[config.mk]
export PLATFORM = sky130hd
export DESIGN_NAME = sw_input_conditioner
export DESIGN_NICKNAME = d
export VERILOG_FILES = /design/src/rtl/pico_pkg.sv /design/src/rtl/sw_debounce.sv /design/src/rtl/sw_input_conditioner.sv
export SDC_FILE = /design/constraint.sdc
export NUM_CORES = 1
export LEC_CHECK = 0
export ABC_CLOCK_PERIOD_IN_PS = 3500
export CAP_MARGIN = 20
export CORE_ASPECT_RATIO = 1.4
export CORE_UTILIZATION = 58
export CTS_CLUSTER_SIZE = 14
export DETAILED_ROUTE_END_ITERATION = 16
export HOLD_SLACK_MARGIN = 0.03
export PLACE_DENSITY = 0.84
export SLEW_MARGIN = 10
export SYNTH_ARGS = -nofsm -noshare
export SYNTH_HDL_FRONTEND = slang
export SYNTH_HIERARCHICAL = 1
export SYNTH_SLANG_ARGS = --single-unit
[constraint.sdc]
create_clock -name clk -period 3.5 [get_ports clk]
set_clock_uncertainty 0.15 [all_clocks]
set_input_delay 0.7 -clock clk [delete_from_list [all_inputs] [get_ports clk]]
set_output_delay 0.7 -clock clk [all_outputs]
set_load 0.01 [all_outputs]
[src/rtl/pico_pkg.sv]
// Shared types and constants for the picoMIPS switch input stage.
// Provides the per-bit debouncer state encoding and the default data width /
// branch-flag bit position used by sw_input_conditioner.
package pico_pkg;

  typedef enum logic {DB_STABLE, DB_PENDING} db_state_t;

  localparam int unsigned DATA_W   = 8;       // ALU operand width
  localparam int unsigned FLAG_BIT = DATA_W;  // branch flag sits just above the data bits

endpackage

[src/rtl/sw_debounce.sv]
// Single-bit switch conditioner: two-flop synchroniser followed by a
// STABLE/PENDING debouncer that only accepts a level held for DB_CYCLES edges.
// Ports:
//   clk, reset   - system clock, async active-high reset
//   sw_raw       - asynchronous raw switch bit
//   clean        - registered debounced level
//   clean_nxt_c  - value clean takes at the next edge (lets the parent detect
//                  edges in the same cycle clean updates)
module sw_debounce #(
  parameter int unsigned DB_CYCLES = 3
) (
  input  logic clk,
  input  logic reset,
  input  logic sw_raw,
  output logic clean,
  output logic clean_nxt_c
);

  import pico_pkg::*;

  localparam int unsigned CW     = $clog2(DB_CYCLES + 1);
  localparam bit          SINGLE = (DB_CYCLES == 1);

  logic          s1;
  logic          s2;
  db_state_t     state;
  db_state_t     state_nxt;
  logic [CW-1:0] cnt;
  logic [CW-1:0] cnt_nxt;
  logic          diff_c;
  logic          last_c;

  assign diff_c = (s2 != clean);
  assign last_c = (cnt == CW'(DB_CYCLES - 1));

  // Two-flop synchroniser, nothing between the flops.
  always_ff @(posedge clk or posedge reset) begin
    if (reset) begin
      s1 <= 1'b0;
      s2 <= 1'b0;
    end else begin
      s1 <= sw_raw;
      s2 <= s1;
    end
  end

  // State, counter and clean level registers.
  always_ff @(posedge clk or posedge reset) begin
    if (reset) begin
      state <= DB_STABLE;
      cnt   <= '0;
      clean <= 1'b0;
    end else begin
      state <= state_nxt;
      cnt   <= cnt_nxt;
      clean <= clean_nxt_c;
    end
  end

  // Next-state logic.
  always_comb begin
    state_nxt = state;
    case (state)
      DB_STABLE:  if (diff_c && !SINGLE) state_nxt = DB_PENDING;
      DB_PENDING: if (!diff_c || last_c) state_nxt = DB_STABLE;
      default:    state_nxt = DB_STABLE;
    endcase
  end

  // Counter and clean-level updates.
  always_comb begin
    cnt_nxt     = '0;
    clean_nxt_c = clean;
    case (state)
      DB_STABLE: begin
        if (diff_c) begin
          if (SINGLE) clean_nxt_c = s2;
          else        cnt_nxt     = CW'(1);
        end
      end
      DB_PENDING: begin
        if (diff_c) begin
          if (last_c) clean_nxt_c = s2;
          else        cnt_nxt     = cnt + CW'(1);
        end
      end
      default: cnt_nxt = '0;
    endcase
  end

endmodule

[src/rtl/sw_input_conditioner.sv]
// Switch input stage for the picoMIPS core: debounces SW[N:0], captures the
// data byte on each debounced flag rise and tracks a pending/ack handshake.
// Ports:
//   clk, reset             - system clock, async active-high reset
//   sw_raw[N:0]            - raw switches, bit N is the branch flag
//   flag_ack               - core has consumed the pending event
//   sw_clean[N:0], bflag   - debounced levels / debounced flag
//   data_q[N-1:0]          - data byte latched at the last flag rise
//   flag_rise, flag_fall   - one-cycle debounced edge pulses
//   evt_pending, overrun   - handshake state, overrun is sticky until ack
module sw_input_conditioner
  import pico_pkg::*;
#(
  parameter int unsigned N         = DATA_W,
  parameter int unsigned DB_CYCLES = 3
) (
  input  logic         clk,
  input  logic         reset,
  input  logic [N:0]   sw_raw,
  input  logic         flag_ack,
  output logic [N:0]   sw_clean,
  output logic         bflag,
  output logic [N-1:0] data_q,
  output logic         flag_rise,
  output logic         flag_fall,
  output logic         evt_pending,
  output logic         overrun
);

  logic [N:0] clean_nxt_c;
  logic       rise_c;
  logic       fall_c;
  logic       ack_c;
  logic       unused_data_nxt;

  // One synchroniser + debouncer per switch bit.
  for (genvar i = 0; i <= N; i++) begin : g_bit
    sw_debounce #(
      .DB_CYCLES (DB_CYCLES)
    ) u_db (
      .clk         (clk),
      .reset       (reset),
      .sw_raw      (sw_raw[i]),
      .clean       (sw_clean[i]),
      .clean_nxt_c (clean_nxt_c[i])
    );
  end

  // Only the flag lookahead is needed; data bits are captured from sw_clean.
  assign unused_data_nxt = ^clean_nxt_c[N-1:0];

  assign bflag  = sw_clean[N];
  assign rise_c = clean_nxt_c[N] & ~sw_clean[N];
  assign fall_c = ~clean_nxt_c[N] & sw_clean[N];
  assign ack_c  = flag_ack & evt_pending;

  // Edge pulses, capture and handshake all update on the edge that moves the flag.
  always_ff @(posedge clk or posedge reset) begin
    if (reset) begin
      flag_rise   <= 1'b0;
      flag_fall   <= 1'b0;
      data_q      <= '0;
      evt_pending <= 1'b0;
      overrun     <= 1'b0;
    end else begin
      flag_rise <= rise_c;
      flag_fall <= fall_c;
      if (rise_c) data_q <= sw_clean[N-1:0];

      if (rise_c)     evt_pending <= 1'b1;
      else if (ack_c) evt_pending <= 1'b0;

      // A rise that coincides with an ack is a clean hand-over, not an overrun.
      if (rise_c && evt_pending && !flag_ack) overrun <= 1'b1;
      else if (ack_c)                         overrun <= 1'b0;
    end
  end

endmodule

== After elaboration in Yosys (flattened, before gate mapping) ==
Cells that the tools add are included.

* $add $sub $neg: 9
* $mul: 0
* Div/mod/pow operators: 0
* Order comparisons: 0
* Equal/unequal tests: 18
* Shifts and indexed selects: 0
* Muxes and demuxes: 69
* Bitwise operators: 14
* Reduce and logical (&&, ||, !) cells: 31

{| class="wikitable"
|+ Operators with widths
! operator !! count
|-
| 2-bit 2-to-1 mux || 18
|-
| 2-bit case mux with 2 select lines || 9
|-
| 1-bit 2-to-1 mux || 33
|-
| 3-bit AND reduction || 8
|-
| 2-bit by 1-bit adder with 2-bit output (second input constant) || 9
|-
| 2-bit equality test (second input constant) || 9
|-
| 1-bit case mux with 2 select lines || 9
|-
| 1-bit NOT || 11
|-
| 1-bit zero test || 10
|-
| 1-bit logical OR || 9
|-
| 1-bit inequality test || 9
|-
| 2-bit nonzero test || 2
|-
| 1-bit bitwise AND || 3
|-
| 1-bit logical AND || 2
|}

* Bits in registers: 66
* Bits in latches: 0
* Bits in writable memories: 0
* ROM bits: 0
* Output and inout bits: 22
* Word-level logic and storage cells: 191
* Memories kept: 0

== Longest topological paths before layout ==
Gate-level depths: netlist (run 1).

* Word-level depth: 8
* Depth in mapped cells: 5
* Gate-level depth less buffers: 4

== Cells and area by module ==
The synthesis (run 1) kept the hierarchy.

{| class="wikitable"
|+ By module, submodules not included
! module !! times used !! cells each !! area an instance (sq um) !! sequential area each (sq um)
|-
| sw_debounce || 9 || 15 || 224.0 || 150.1
|-
| sw_input_conditioner || 1 || 29 || 496.7 || 300.3
|}

== Least setup slack after synthesis (run 1) ==
Ideal clock, no wire load.

* Path type: register to register
* From: register g_bit[8].u_db.cnt[0]
* To: register data_q[0]
* Library setup time: 0.125 ns
* Arrival time: 1.384 ns
* Slack: 1.841 ns
* Stages on the path, launching flop included: 6
* Cells stage by stage: dfrtp_1 -> nand3b_4 -> mux2_4 -> nor2b_4 -> buf_6 -> mux2_4

* Longest elaborated chain between the ends: 5

{| class="wikitable"
|+ Ends and longest elaborated chain
! what !! line !! RTL
|-
| start, declared || sw_debounce.sv:28 || <nowiki>logic [CW-1:0] cnt;</nowiki>
|-
| start signal, assigned || sw_debounce.sv:55 || <nowiki>cnt <= cnt_nxt;</nowiki>
|-
| 2-bit equality test || sw_debounce.sv:34 || <nowiki>assign last_c = (cnt == CW'(DB_CYCLES - 1));</nowiki>
|-
| 1-bit 2-to-1 mux || sw_debounce.sv:83 || <nowiki>if (last_c) clean_nxt_c = s2;</nowiki>
|-
| 1-bit 2-to-1 mux || sw_debounce.sv:82 || <nowiki>if (diff_c) begin</nowiki>
|-
| 1-bit 2-to-1 mux || sw_debounce.sv:74 || <nowiki>case (state)</nowiki>
|-
| via clean_nxt_c[8] || sw_input_conditioner.sv:30 || <nowiki>logic [N:0] clean_nxt_c;</nowiki>
|-
| 1-bit bitwise AND || sw_input_conditioner.sv:53 || <nowiki>assign rise_c = clean_nxt_c[N] & ~sw_clean[N];</nowiki>
|-
| via rise_c || sw_input_conditioner.sv:31 || <nowiki>logic rise_c;</nowiki>
|-
| end signal, assigned || sw_input_conditioner.sv:68 || <nowiki>if (rise_c) data_q <= sw_clean[N-1:0];</nowiki>
|-
| end, declared || sw_input_conditioner.sv:23 || <nowiki>output logic [N-1:0] data_q,</nowiki>
|}

The timed path passes the listed nets, and every way through them passes these cells.
A chain may end at the register's enable or synchronous reset.

== Final worst setup path (run 1) ==
* From: register g_bit[8].u_db.clean
* To: output port bflag

{| class="wikitable"
|+ RTL lines
! what !! line !! RTL
|-
| start, declared || sw_debounce.sv:15 || <nowiki>output logic clean,</nowiki>
|-
| start signal, assigned || sw_debounce.sv:56 || <nowiki>clean <= clean_nxt_c;</nowiki>
|-
| end, declared || sw_input_conditioner.sv:22 || <nowiki>output logic bflag,</nowiki>
|}

No word-level cell between the ends.

==> summary.md, run 1 <==
| Metric | Value |
|---|---|
| Clk buf depth | 2 |
| Setup violations, final | 0 |
| Antenna violations before repair | 0 |
| Initial Util | 0.620 |
| Pwr Density | 903 mW/mm^2 |
| DR vias | 1363 |
| WL final | 4.27 mm |
| Relative slew slack | 0.595 |
| Max-slew violation count | 0 |
| DR vias/cell | 5.43 |
| DRC viols | 3 |
| Worst-Margin Slew | 0.608 ns |
| Nets@finish | 218 |
| Total gr overflow | 0 |
| Yosys warnings | 6 |
| Synthesized instance count | 164 |
| Die area | 0.00460 sq mm |
| Clock Latency Late Sink | 0.33 ns |
| Slowest library cell on the worst path | clkdlybuf4s50_1 |
| Placeable Area | 0.00405 sq mm |
| Nature of the critical path endpoint | output port |
| # diodes | 0 |
| RSZ-0062 raised after global routing | no |
| Minimum clock period | 2.26 ns |
| DR iter-0 viols | 44 |
| GRT Overall Usage | 0.229 |
| Seq/Total Area, Yosys | 0.657 |
| GP Congestion | 0.727 |
| First drt pass iteration count | 10 |
| Worst-path clk slew | 0.06 ns |
| Crit start category | flop |
| Max Cap Violations | 0 |
| Die height | 79.9 um |
| Post-Syn Nets | 176 |
| CP max FO | 7 |
| Synthesized area per cell | 15.3 sq um |
| Setup bufs post-CTS | 0 |
| Post-CTS resize count | 0 |
| WL per Instance | 17.0 um |
| Cell variety after synth | 17 |
| CTS Sinks | 66 |
| First-pass GRT wire length | 7.46 mm |
| Crit-path max cell delay | 0.59 ns |
| Crit path DAT | 1.41 ns |
| Pwr Total | 0.00274 W |
| CP cell instances | clkdlybuf4s50_1 |
| Total CTS buffers | 9 |
| Mapped cell area | 0.00251 sq mm |
| Flops & latches, synth | 66 |
| Vias in the first global route | 1626 |
| Setup CP Type | reg -> out |
| Routed Antenna Nets | 0 |
| Pin count of the biggest net entering global routing | 13 |
| H-tree depth | 3 |
| Root Driver | clkbuf_8 |
| Fin crit share | 0.645 |
| Max Fclk | 443 MHz |
| I/O pin count | 34 |
| LEAKAGE | 1.53 nW |
| Hold Crit Class | reg -> reg |
| Chip width | 57.6 um |
| Failing checks | design-rule violations |
| Status | finished, violations left |
| FP Rows | 27 |
| Detail Placement HPWL | 3.09 mm |
| Worst Path Buf+Inv | 1 |
| Maximum VDD drop | 0.000440 V |
| Critical path required time | 2.65 ns |
| Total negative slack | 0 ns |
| Input/output buffers | 33 |
| Final hold vios | 0 |
| Proportion of layout cells with a drive suffix above 1 | 0.197 |
| CTS tree | built |
| # hold bufs at CTS | 0 |
| CP delay by family, top | buffers and inverters |
| Syn-to-layout area delta | 20.9% |
logic make-up (layout without fill, tap and decap cells):
family / after synthesis / after routing / share of synthesized area
and+or+nand+nor: 48 / 48 / 0.152
muxes: 17 / 17 / 0.102
buffers and inverters: 13 / 57 / 0.0239
DFF: 66 / 66 / 0.657
AOI/OAI and AO/OA: 11 / 11 / 0.0339
xor gates and xnor gates: 9 / 9 / 0.0314
layout by cell type, fill, tap and decap left out, drive strengths merged:
| cell type | Yosys | layout |
|---|---|---|
| nand2 | 9 | 9 |
| xnor2 | 9 | 9 |
| mux2 | 17 | 17 |
| nor2b | 10 | 10 |
| o21a | 9 | 9 |
| clkbuf | 0 | 13 |
| inv | 11 | 11 |
| a2bb2oi | 1 | 1 |
| and2b | 1 | 1 |
| dfrtp | 66 | 66 |
| a21o | 1 | 1 |
| and3b | 1 | 1 |
| nor2 | 9 | 9 |
| nand3b | 9 | 9 |
| nor3 | 9 | 9 |
| clkdlybuf4s50 | 0 | 33 |
cells in the mapped netlist:
library cell / count / share of area
a2bb2oi_1: 1 / 0.0035
nand2_1: 9 / 0.013
and3b_2: 1 / 0.0040
and2b_2: 1 / 0.0035
xnor2_1: 9 / 0.031
nor2_1: 9 / 0.013
o21a_1: 9 / 0.027
a21o_2: 1 / 0.0035
mux2_4: 17 / 0.10
inv_1: 11 / 0.016
nor3_1: 9 / 0.018
nor2b_4: 1 / 0.0055
buf_6: 1 / 0.0045
nor2b_1: 9 / 0.022
dfrtp_1: 66 / 0.66
buf_4: 1 / 0.0030
nand3b_4: 9 / 0.072
worst paths after layout:
check                                               start  cells past startpoint                        endpoint  slack, ns
hold / removal                 g_bit[3].u_db/s1$_DFF_PP0_                      0      g_bit[3].u_db/s2$_DFF_PP0_       0.20
min in group asynchronous                           reset                      2  g_bit[6].u_db/cnt[1]$_DFF_PP0_       0.75
hold reg to reg                g_bit[3].u_db/s1$_DFF_PP0_                      0      g_bit[3].u_db/s2$_DFF_PP0_       0.20
setup / recovery            g_bit[8].u_db/clean$_DFF_PP0_                      1                           bflag       1.24
setup reg to reg           g_bit[8].u_db/cnt[0]$_DFF_PP0_                      4           data_q[2]$_DFFE_PP0P_       1.68
max in group asynchronous                           reset                      2           data_q[2]$_DFFE_PP0P_       1.87
routing by layer:
layer	track usage	vias to the layer above	wire, um	part of all wire
li1	-	614	-	-
met1	0.253	711	1680	0.39
met2	0.385	32	2340	0.55
met3	0.0713	6	165	0.039
met4	0.129	0	87	0.020
met5	0	-	0	0
per-stage QoR:
step | hold slack (ns) | utilization | setup slack [ns] | std cells | area (sq um)
6_report | 0.197 | 0.749 | 1.24 | 251 | 3040
5_1_grt | 0.212 | 0.749 | 1.16 | 251 | 3040
4_1_cts | 0.199 | 0.749 | 1.22 | 251 | 3040
3_5_place_dp | 0.186 | 0.710 | 1.47 | 238 | 2880
3_3_place_gp | 0.182 | 0.710 | 1.52 | 238 | 2880
2_1_floorplan | 0.181 | - | 1.84 | 164 | 2510
final cells by class:
| class | count | area [sq um] |
|---|---|---|
| multi-input combinational | 85 | 801 |
| tap | 43 | 53.8 |
| clock buffer | 13 | 159 |
| fill | 279 | 1020 |
| sequential | 66 | 1650 |
| timing repair buffer | 33 | 330 |
| inverter | 11 | 41.3 |
registers in the layout (all words and copies together) (netlist names):
name,count
g_bit.u_db/cnt,18
evt_pending,1
flag_rise,1
flag_fall,1
data_q,8
g_bit.u_db/clean,9
g_bit.u_db/state,9
overrun,1
g_bit.u_db/s2,9
g_bit.u_db/s1,9
power by group:
part           internal [W]  switching (W)  leakage (nW)
logic              0.000581       0.000334         0.639
registers           0.00103       0.000269         0.811
clock network      0.000285       0.000244        0.0815
total               0.00190       0.000847          1.53
Note: power is estimated with default switching activity, not from simulation.
==> run 2, diff against run 1 <==
Settings changed: ABC_CLOCK_PERIOD_IN_PS 3500 to 1800, CORE_UTILIZATION 58 to 48, PLACE_DENSITY 0.84 to 0.74.
Clock period 3.5 ns to 1.8 ns, I/O delays scaled along.
==> summary.md, run 2 (synthesized netlist as in run 1, its figures left out) <==
| Metric | Value |
|---|---|
| Status | complete, no violations |
| Crit-path max cell delay | 0.54 ns (-0.05 ns) |
| Worst Path Buf+Inv | 1 (unchanged) |
| Vias in the first global route | 1562 (-3.9%) |
| Max reg flops | 18 (unchanged) |
| Pin count of the biggest net entering global routing | 13 (unchanged) |
| Worst Reg2Reg Path Length in Cells | 4 (unchanged) |
| Hold Crit Class | reg -> reg |
| Relative slew slack | 0.689 (+0.0947) |
| Max-slew violation count | 0 (unchanged) |
| First drt pass iteration count | 4 (-6) |
| Worst-Margin Slew | 0.466 ns (-0.142 ns) |
| # hold bufs at CTS | 0 (unchanged) |
| Total negative slack | 0 ns (unchanged) |
| # diodes | 0 (unchanged) |
| Minimum clock period | 1.76 ns |
| DP Worst Slack | 0.0584 ns (-1.41 ns) |
| Max Fclk | 568 MHz |
| DR vias/cell | 4.80 (-12%) |
| Setup CP Type | reg -> out |
| CP max FO | 3 (-4) |
| Initial Util | 0.507 (-0.113) |
| Placeable Area | 0.00495 sq mm (+22%) |
| First-pass GRT wire length | 7.55 mm (+1.2%) |
| Placed cell count | 260 (+9.2%) |
| Maximum VDD drop | 0.00100 V (+130%) |
| Top reg by flops | g_bit.u_db/cnt |
| Root Driver | clkbuf_8 |
| Crit path DAT | 1.25 ns (-0.16 ns) |
| GP Congestion | 0.679 (-6.6%) |
| Critical path required time | 1.29 ns (-1.36 ns) |
| CTS tree | built |
| Final hold vios | 0 (unchanged) |
| Max Cap Violations | 0 (unchanged) |
| FP Rows | 30 (+11%) |
| Crit start category | flop |
| LEAKAGE | 1.73 nW (+13%) |
| Syn-to-layout area delta | 28.0% |
| DRC viols | 0 (-3) |
| Input/output buffers | 33 (unchanged) |
| DR iter-0 viols | 33 (-25%) |
| Total CTS buffers | 9 (unchanged) |
| Proportion of layout cells with a drive suffix above 1 | 0.261 (+0.0641) |
| CP delay by family, top | buffers and inverters |
| Die height | 87.6 um (+9.7%) |
| Final Non-Filler Cells | 286 (+14%) |
| Fin crit share | 0.979 |
| R2R Path Start | g_bit[8].u_db/cnt[0]$_DFF_PP0_ |
| Clock Latency Late Sink | 0.33 ns (about the same) |
| Nets@finish | 229 (+5.0%) |
| I/O pin count | 34 (unchanged) |
| WL final | 4.54 mm (+6.3%) |
| Flop2flop setup slack | 0.08 ns (-1.60 ns) |
| Total gr overflow | 0 (unchanged) |
| DR vias | 1373 (+0.73%) |
| Slowest library cell on the worst path | clkdlybuf4s50_1 |
| Routed Antenna Nets | 0 (unchanged) |
| Crit path depth | 1 (unchanged) |
| Clk buf depth | 2 (unchanged) |
| Chip width | 63.1 um (+9.6%) |
| Setup ws final | 0.0379 ns (-1.21 ns) |
| FF-to-FF End | data_q[2]$_DFFE_PP0P_ |
| WL per Instance | 15.9 um (-6.7%) |
| GRT Overall Usage | 0.190 (-0.0385) |
| Most frequent cells in the layout | dfrtp_1 (65), clkdlybuf4s50_1 (22), mux2_4 (17) |
| Antenna violations before repair | 0 (unchanged) |
| H-tree depth | 3 (unchanged) |
| RSZ-0062 raised after global routing | no |
| CP cell instances | clkdlybuf4s50_1 |
| Worst-path clk slew | 0.07 ns (about the same) |
| Detail Placement HPWL | 3.06 mm (-0.86%) |
| Critical Path End | bflag |
| Commonest non-fill, non-tap cell in the layout | dfrtp_1 |
| Pwr Density | 1770 mW/mm^2 (+96%) |
| Nature of the critical path endpoint | output port |
| Worst Setup SP | g_bit[8].u_db/clean$_DFF_PP0_ |
| Die area | 0.00553 sq mm (+20%) |
| Setup violations, final | 0 (unchanged) |
| CTS Sinks | 66 (unchanged) |
## run 2: cell count changes in the layout (fill, tap and decap cells not counted), sizes merged
| cell | before | now |
|---|---|---|
| clkinv | 0 | 3 |
| buf | 0 | 10 |
| clkbuf | 13 | 11 |
| dlymetal6s2s | 0 | 10 |
| bufinv | 0 | 1 |
| clkinvlp | 0 | 1 |
| dlygate4sd2 | 0 | 1 |
| clkdlybuf4s50 | 33 | 22 |
| nor2b | 10 | 11 |
## run 2: per-layer routing
metal  vias to the layer above  part of all wire  global-route usage
met5                         -                 0                   0
met4                         0             0.016              0.0951
met3                         6             0.032              0.0586
met2                        25              0.55               0.326
met1                       701              0.40               0.215
li1                        641                 -                   -
## run 2: through the flow
| stage | cell area [sq um] | utilization | hold WS (ns) | power (W) |
|---|---|---|---|---|
| after global routing | 3220 | 0.649 | 0.211 | 0.00601 |
| after global placement | 2910 | 0.588 | 0.183 | 0.00420 |
| after CTS | 3180 | 0.642 | 0.207 | 0.00576 |
| after detailed placement | 2910 | 0.588 | 0.192 | 0.00433 |
| final | 3220 | 0.649 | 0.206 | 0.00569 |
| after floorplan | 2510 | - | 0.000959 | 0.00361 |
## run 2: worst reg2reg max path: cells and delay by family (launching register included)
family           cells  cell delay (ns)
flip-flops           1             0.40
multiplexers         2             0.57
AND/OR/NAND/NOR      2             0.49
## run 2: worst min path at each step
stage                                           from  slack [ns]  depth (start not counted)                            end
after global placement    g_bit[3].u_db/s1$_DFF_PP0_        0.18                          0     g_bit[3].u_db/s2$_DFF_PP0_
after global routing      g_bit[3].u_db/s1$_DFF_PP0_        0.21                          0     g_bit[3].u_db/s2$_DFF_PP0_
after CTS                 g_bit[7].u_db/s1$_DFF_PP0_        0.21                          0     g_bit[7].u_db/s2$_DFF_PP0_
after detailed placement  g_bit[7].u_db/s1$_DFF_PP0_        0.19                          0     g_bit[7].u_db/s2$_DFF_PP0_
after floorplan                                reset       0.001                          1  g_bit[0].u_db/clean$_DFF_PP0_
final                     g_bit[7].u_db/s1$_DFF_PP0_        0.21                          0     g_bit[7].u_db/s2$_DFF_PP0_
## run 2: repair_timing
item                                    4_1_cts  5_1_grt
endpoints found under the setup margin       11       18
resized for setup                             2       10
setup buffers                                 9        0
gates cloned                                  0        1
## run 2: final cells by class
class,instances,area (sq um)
Tap cell,64,80.1
Multi-Input combinational cell,86,810
Fill cell,368,1740
Timing Repair Buffer,43,429
Clock inverter,5,52.6
Clock buffer,11,151
Sequential cell,66,1650
Inverter,11,41.3
## run 2: power breakdown
group | internal (W) | switching, W
sequential | 0.00200 | 0.000481
clock | 0.000707 | 0.000536
combinational | 0.00122 | 0.000740
==> run 3, diff against run 2 <==
Settings changed: GPL_TIMING_DRIVEN set to 1.
==> results of run 3 <==
No change in the layout: final DEF, timing and power equal those of run 2.
